File: src/rtl/bubble_output_serializer_pkg.sv
// rtl/bubble_output_serializer_pkg.sv - shared encodings and defaults for the bubble output serializer
package bubble_output_serializer_pkg;

  localparam int unsigned CYC_W = 13;
  localparam int unsigned LAT_W = 3;

  // Emulator access types presented by the timing generator
  typedef enum logic [2:0] {
    ACC_RST  = 3'b000,
    ACC_STBY = 3'b001,
    ACC_IDLE = 3'b100,
    ACC_BOOT = 3'b110,
    ACC_USER = 3'b111
  } acctype_e;

  // Fetch sequencing states
  typedef enum logic [1:0] {
    S_IDLE  = 2'd0,
    S_WAIT  = 2'd1,
    S_READY = 2'd2
  } fetch_state_e;

  localparam logic [CYC_W-1:0] INVALID_CYCLE_DEF = 13'd8191;
  localparam logic [CYC_W-1:0] BOOT_BASE_DEF     = 13'd0;
  localparam logic [CYC_W-1:0] PAGE_BASE_DEF     = 13'd4352;
  localparam logic [1:0]       DATA_TICK         = 2'b10;

endpackage

File: src/rtl/bubble_fetch_latency_counter.sv
// rtl/bubble_fetch_latency_counter.sv - down-counter timing the buffer RAM read latency
module bubble_fetch_latency_counter #(
  parameter int unsigned W = 3
) (
  input  logic         clk_i,
  input  logic         rst_i,
  input  logic         load_i,
  input  logic [W-1:0] load_val_i,
  input  logic         count_i,
  output logic         done_o
);

  logic [W-1:0] count_q, count_d;

  // A reload always wins so a reissued fetch restarts the latency window
  always_comb begin
    count_d = count_q;
    if (load_i) begin
      count_d = load_val_i;
    end else if (count_i && (count_q != '0)) begin
      count_d = count_q - W'(1);
    end
  end

  // Count register with synchronous reset
  always_ff @(posedge clk_i) begin
    if (rst_i) begin
      count_q <= '0;
    end else begin
      count_q <= count_d;
    end
  end

  assign done_o = (count_q == '0);

endmodule

File: src/rtl/bubble_output_serializer.sv
// rtl/bubble_output_serializer.sv - fetches one nibble per bubble output cycle and drives nDOUT in the data window
module bubble_output_serializer
  import bubble_output_serializer_pkg::*;
#(
  parameter int unsigned      RAM_LATENCY   = 2,
  parameter logic [CYC_W-1:0] BOOT_BASE     = BOOT_BASE_DEF,
  parameter logic [CYC_W-1:0] PAGE_BASE     = PAGE_BASE_DEF,
  parameter logic [CYC_W-1:0] INVALID_CYCLE = INVALID_CYCLE_DEF
) (
  input  logic             MCLK,
  input  logic             RESET,
  input  logic [2:0]       ACCTYPE,
  input  logic [CYC_W-1:0] BOUTCYCLENUM,
  input  logic [1:0]       BOUTTICKS,
  output logic             RD_EN,
  output logic [CYC_W-1:0] RD_ADDR,
  input  logic [3:0]       RD_DATA,
  output logic [3:0]       nDOUT,
  output logic             UNDERRUN,
  output logic             BUSY
);

  fetch_state_e     state_q, state_d;
  logic [CYC_W-1:0] last_cycle_q;
  logic             rd_en_q, rd_en_d;
  logic [CYC_W-1:0] rd_addr_q, rd_addr_d;
  logic             busy_q, busy_d;
  logic [3:0]       ndout_q, ndout_d;
  logic             underrun_q, underrun_d;
  logic [3:0]       staged_q, staged_d;
  logic             staged_valid_q, staged_valid_d;

  logic             active;
  logic             cycle_valid;
  logic             new_cycle;
  logic             window;
  logic             lat_done;
  logic [CYC_W-1:0] fetch_addr;

  // ACCTYPE[1] marks BOOT/USER; ACCTYPE[0] picks the user page region over the bootloader
  assign active      = ACCTYPE[1];
  assign cycle_valid = (BOUTCYCLENUM != INVALID_CYCLE);
  assign new_cycle   = active && cycle_valid && (BOUTCYCLENUM != last_cycle_q);
  assign window      = active && cycle_valid && (BOUTTICKS == DATA_TICK);
  assign fetch_addr  = (ACCTYPE[0] ? PAGE_BASE : BOOT_BASE) + BOUTCYCLENUM;

  bubble_fetch_latency_counter #(
    .W (LAT_W)
  ) u_lat (
    .clk_i      (MCLK),
    .rst_i      (RESET),
    .load_i     (new_cycle),
    .load_val_i (LAT_W'(RAM_LATENCY)),
    .count_i    (state_q == S_WAIT),
    .done_o     (lat_done)
  );

  // State register
  always_ff @(posedge MCLK) begin
    if (RESET) begin
      state_q <= S_IDLE;
    end else begin
      state_q <= state_d;
    end
  end

  // Next state: a new cycle number always (re)starts a fetch, leaving BOOT/USER abandons it
  always_comb begin
    state_d = state_q;
    if (!active) begin
      state_d = S_IDLE;
    end else begin
      case (state_q)
        S_IDLE:  if (new_cycle) state_d = S_WAIT;
        S_WAIT:  if (new_cycle) state_d = S_WAIT;
                 else if (lat_done) state_d = S_READY;
        S_READY: if (new_cycle) state_d = S_WAIT;
        default: state_d = S_IDLE;
      endcase
    end
  end

  // Outputs and datapath; a nibble staged for an older cycle number never reaches the window
  always_comb begin
    rd_en_d        = new_cycle;
    rd_addr_d      = new_cycle ? fetch_addr : rd_addr_q;
    busy_d         = (state_d == S_WAIT);
    staged_d       = staged_q;
    staged_valid_d = staged_valid_q;
    ndout_d        = 4'b1111;
    underrun_d     = underrun_q;
    if (!active || new_cycle) begin
      staged_valid_d = 1'b0;
    end else if ((state_q == S_WAIT) && lat_done) begin
      staged_d       = RD_DATA;
      staged_valid_d = 1'b1;
    end
    if (window) begin
      if (staged_valid_q && !new_cycle) begin
        ndout_d = ~staged_q;
      end else begin
        underrun_d = 1'b1;
      end
    end
  end

  // Registered outputs and staging; last_cycle follows the input every cycle
  always_ff @(posedge MCLK) begin
    if (RESET) begin
      last_cycle_q   <= INVALID_CYCLE;
      rd_en_q        <= 1'b0;
      rd_addr_q      <= '0;
      busy_q         <= 1'b0;
      ndout_q        <= 4'b1111;
      underrun_q     <= 1'b0;
      staged_q       <= 4'b0000;
      staged_valid_q <= 1'b0;
    end else begin
      last_cycle_q   <= BOUTCYCLENUM;
      rd_en_q        <= rd_en_d;
      rd_addr_q      <= rd_addr_d;
      busy_q         <= busy_d;
      ndout_q        <= ndout_d;
      underrun_q     <= underrun_d;
      staged_q       <= staged_d;
      staged_valid_q <= staged_valid_d;
    end
  end

  assign RD_EN    = rd_en_q;
  assign RD_ADDR  = rd_addr_q;
  assign BUSY     = busy_q;
  assign nDOUT    = ndout_q;
  assign UNDERRUN = underrun_q;

endmodule

File: config.mk
export PLATFORM = sky130hd
export DESIGN_NAME = bubble_output_serializer
export DESIGN_NICKNAME = d
export VERILOG_FILES = /design/src/rtl/bubble_output_serializer_pkg.sv /design/src/rtl/bubble_fetch_latency_counter.sv /design/src/rtl/bubble_output_serializer.sv
export SDC_FILE = /design/constraint.sdc
export NUM_CORES = 1
export LEC_CHECK = 0
export CAP_MARGIN = 20
export CORE_MARGIN = 2
export CORE_UTILIZATION = 35
export DETAILED_ROUTE_END_ITERATION = 16
export HOLD_SLACK_MARGIN = 0.08
export SYNTH_ARGS = -nofsm -noshare
export SYNTH_HDL_FRONTEND = slang
export SYNTH_SLANG_ARGS = --single-unit
File: constraint.sdc
create_clock -name MCLK -period 3.75 [get_ports MCLK]
set_clock_uncertainty 0.05 [all_clocks]
set_input_delay 0.75 -clock MCLK [delete_from_list [all_inputs] [get_ports MCLK]]
set_output_delay 0.75 -clock MCLK [all_outputs]
set_load 0.1 [all_outputs]
==> parameters.txt <==
Parameter                              Value

Global route
  Overall overflow remaining after global route    0
  Number of global-route vias before repair    1309
  GRT Resource Usage Total    14.62%
  Pin count of the biggest net entering global routing    24
  Wire length of the first global-routing pass    6106 um
  Initial antenna violation count    0

Critical path
  Register-to-register path setup slack    1.64 ns
  Launching point of the worst reg2reg path    u_lat.count_q[0]$_SDFFE_PP0P_
  Data required time at the worst endpoint    3.89 ns
  Kind of end point of the critical path    flip-flop
  Largest fanout on the critical path    5
  Count of cells along the worst register-to-register path    7
  Worst Setup Path Type    in -> reg
  Startpoint kind of the worst setup timing path    primary input
  WP data arrival    2.77 ns
  Endpoint of the worst-slack reg-to-reg timing path    staged_q[2]$_SDFFE_PP0P_

Detailed routing
  Total routed wirelength    3762 um
  DR vias/cell    4.709
  Number of iterations in the first detailed-routing pass    4
  Post-route ant nets    0
  Number of remaining DRC errors    0
  Average wire per cell in the routed design    12.46 um
  Number of vias after detailed routing    1422
  Count of routing violations after the opening detailed-route iteration    35

Power
  Clock group share of total power    34.5%
  Overall power consumption    1.043 mW
  Combinational cell fraction of total power    18.9%
  Highest ir drop seen on vdd    0.0002134 V
  Static Leakage    0.8558 nW
  P_sw    0.2966 mW
  Switching Fraction    28.44%
  Pint    0.7463 mW
  Portion of total power attributed to sequential cells    46.5%
  Ratio of total power to cell area    434.3 nW/um^2

Synth
  Cell taking the most area after synthesis    dfxtp_1
  Yosys warns    0
  Most numerous cell in the Yosys netlist    dfxtp_1
  EDFF count, synth    0
  Syn Area/Cell    9.427 sq um
  Number of distinct standard cells referenced by the synthesized netlist    29
  Post-Syn Instances    189
  Flop and latch count out of synthesis    43
  Area of the mapped netlist    1782 sq um
  Most numerous cell types in the synthesized netlist    dfxtp_1, a21oi_1, xnor2_1
  Top FF cell, synth    dfxtp_1
  Main area contributors after synthesis    dfxtp_1, xnor2_1, a21oi_1
  Area share of the largest cell type after synthesis    48.31%
  Synth Net Count    217
  Share of flip-flops with an asynchronous set or reset after synthesis    0%
  Sequential share of the synthesized area    48.31%

Clock tree
  Buffer count from post-CTS setup fixing    0
  Insertion delay of the later-clocked pin in the worst-skew pair    0.30 ns
  Num CTS Buffers    5
  H-tree levels    2
  Root buf cell    clkbuf_8
  Hold-fix buffers at CTS    0
  Maximum root-to-sink buffer count    2
  Clock transition time at the flip-flop clock pins of the worst setup and hold paths    0.08 ns
  Sink count of the clock tree    43
  Post-cts resize count    0
  CTS tree    yes

Timing
  RSZ-0062 raised after global routing    no
  Period minus WS final    2.640 ns
  Share of the clock period used by the worst path    70.39%
  Transition time at the pin with the least slew margin    0.9667 ns
  Sum Neg Setup Slack    0 ns
  Peak Freq    378.8 MHz
  Min setup slack post-route    1.110 ns
  Max-slew headroom at the worst pin    35.35%
  Number of max-slew violations in the final report    0
  Hold Vio Cnt, Final    0
  Final setup viols    0

Finish
  Total of fill cells in the finished design    499
  Relative area change from synthesis to final layout    34.76%
  Share of post-route cells with drive strength above 1    13.62%
  Antenna diode count    0
  Nets    262

Hold path
  Instance count along the most critical hold path    1
  Hold path start    staged_q[2]$_SDFFE_PP0P_
  Class of the most critical hold timing path    reg -> reg
  End point of the worst hold path    nDOUT[2]$_SDFF_PP1_

Floorplanning
  Starting Density    36.99%
  Core region area    4817 sq um
  Area enclosed by the die boundary    5678 sq um
  # rows    25
  Die Height    75.35 um
  Die span in x    75.35 um
  I/O pin cnt    44

Placed design
  GP Congestion    0.7656
  Worst setup slack before clock tree synthesis    0.7838 ns
  HPWL Detailed    2752 um
  Count of buffers from port buffering    42

Outcome
  Status    completed

Job
  # Max-Cap Violations    0
## power by group through the flow
stage          clock, mW  sequential, mW  combinational (mW)
4_1_cts            0.369           0.486               0.200
3_5_place_dp           0           0.496               0.199
2_1_floorplan          0           0.568              0.0603
6_report           0.360           0.485               0.198
5_1_grt            0.392           0.488               0.211
3_3_place_gp           0           0.496               0.199
## through the flow
step	cell area (sq um)	utilization, %	instances	hold WS, ns
2_1_floorplan	1782	-	189	0.3084
6_report	2401	49.84	302	0.3377
3_5_place_dp	2288	47.51	294	0.3212
4_1_cts	2401	49.84	302	0.3407
3_3_place_gp	2288	47.51	294	0.3148
5_1_grt	2401	49.84	302	0.3612
## registers in the layout, summed over array words and instances, names as in the netlist
register and cells:
u_lat.count_q 3, UNDERRUN 1, RD_ADDR 13, staged_q 4, RD_EN 1, state_q 2, nDOUT 4, last_cycle_q 13
staged_valid_q 1, BUSY 1
## metal layers
layer	track usage [%]	up-vias	routed length (um)
li1	-	732	-
met4	4.678	0	49
met1	18.15	648	1765
met3	4.894	7	219
met5	0	-	0
met2	24.06	35	1727
## worst max path at each step
stage,startpoint,to,slack (ns),depth (start not counted)
2_1_floorplan,BOUTCYCLENUM[5],nDOUT[0]$_SDFF_PP1_,1.55,6
3_3_place_gp,BOUTCYCLENUM[11],nDOUT[1]$_SDFF_PP1_,0.80,6
3_5_place_dp,BOUTCYCLENUM[11],nDOUT[1]$_SDFF_PP1_,0.78,6
4_1_cts,BOUTCYCLENUM[10],staged_q[0]$_SDFFE_PP0P_,1.09,8
5_1_grt,BOUTCYCLENUM[10],staged_q[1]$_SDFFE_PP0P_,0.94,8
6_report,BOUTCYCLENUM[11],nDOUT[1]$_SDFF_PP1_,1.11,6
## kinds of logic after synthesis
group | synth area share (%)
flops | 48.31
compound gates | 12.50
fa+ha+maj | 2.809
simple gates | 22.05
buf+inv | 3.230
mux | 2.247
xor+xnor | 8.848
## critical path, stage by stage
cell,delay [ns]
clkdlybuf4s50_1,0.60
xnor2_1,0.16
nand4_1,0.19
or4_1,0.60
nor4_4,0.38
nand2_1,0.09
## cell usage in the layout, fill, tap and decap left out, drive strengths merged
cell	instances
dfxtp	43
clkdlybuf4s50	42
a21oi	18
xnor2	16
nand3	15
or2	14
o21ai	12
nand2b	10
nand2	7
inv	6
nor3	6
nor2	5
clkbuf	5
buf	5
nand4	4
mux2i	4
ha	4
xor2	2
o21a	2
a211oi	2
nor4	2
clkinv	2
o41ai	1
or4	1
and4bb	1
nor2b	1
or3	1
o32ai	1
nand3b	1
o21ba	1
bufinv	1
## final cells by class
type,count,area [sq um],area share [%]
tap,67,83.83,3.491
timing repair buffer,47,457.9,19.07
sequential,43,860.8,35.85
inverter,6,22.52,0.9380
multi-input combinational,131,863.3,35.96
clock inverter,3,43.79,1.824
clock buffer,5,68.82,2.866
Power figures use the tool's default switching activity.
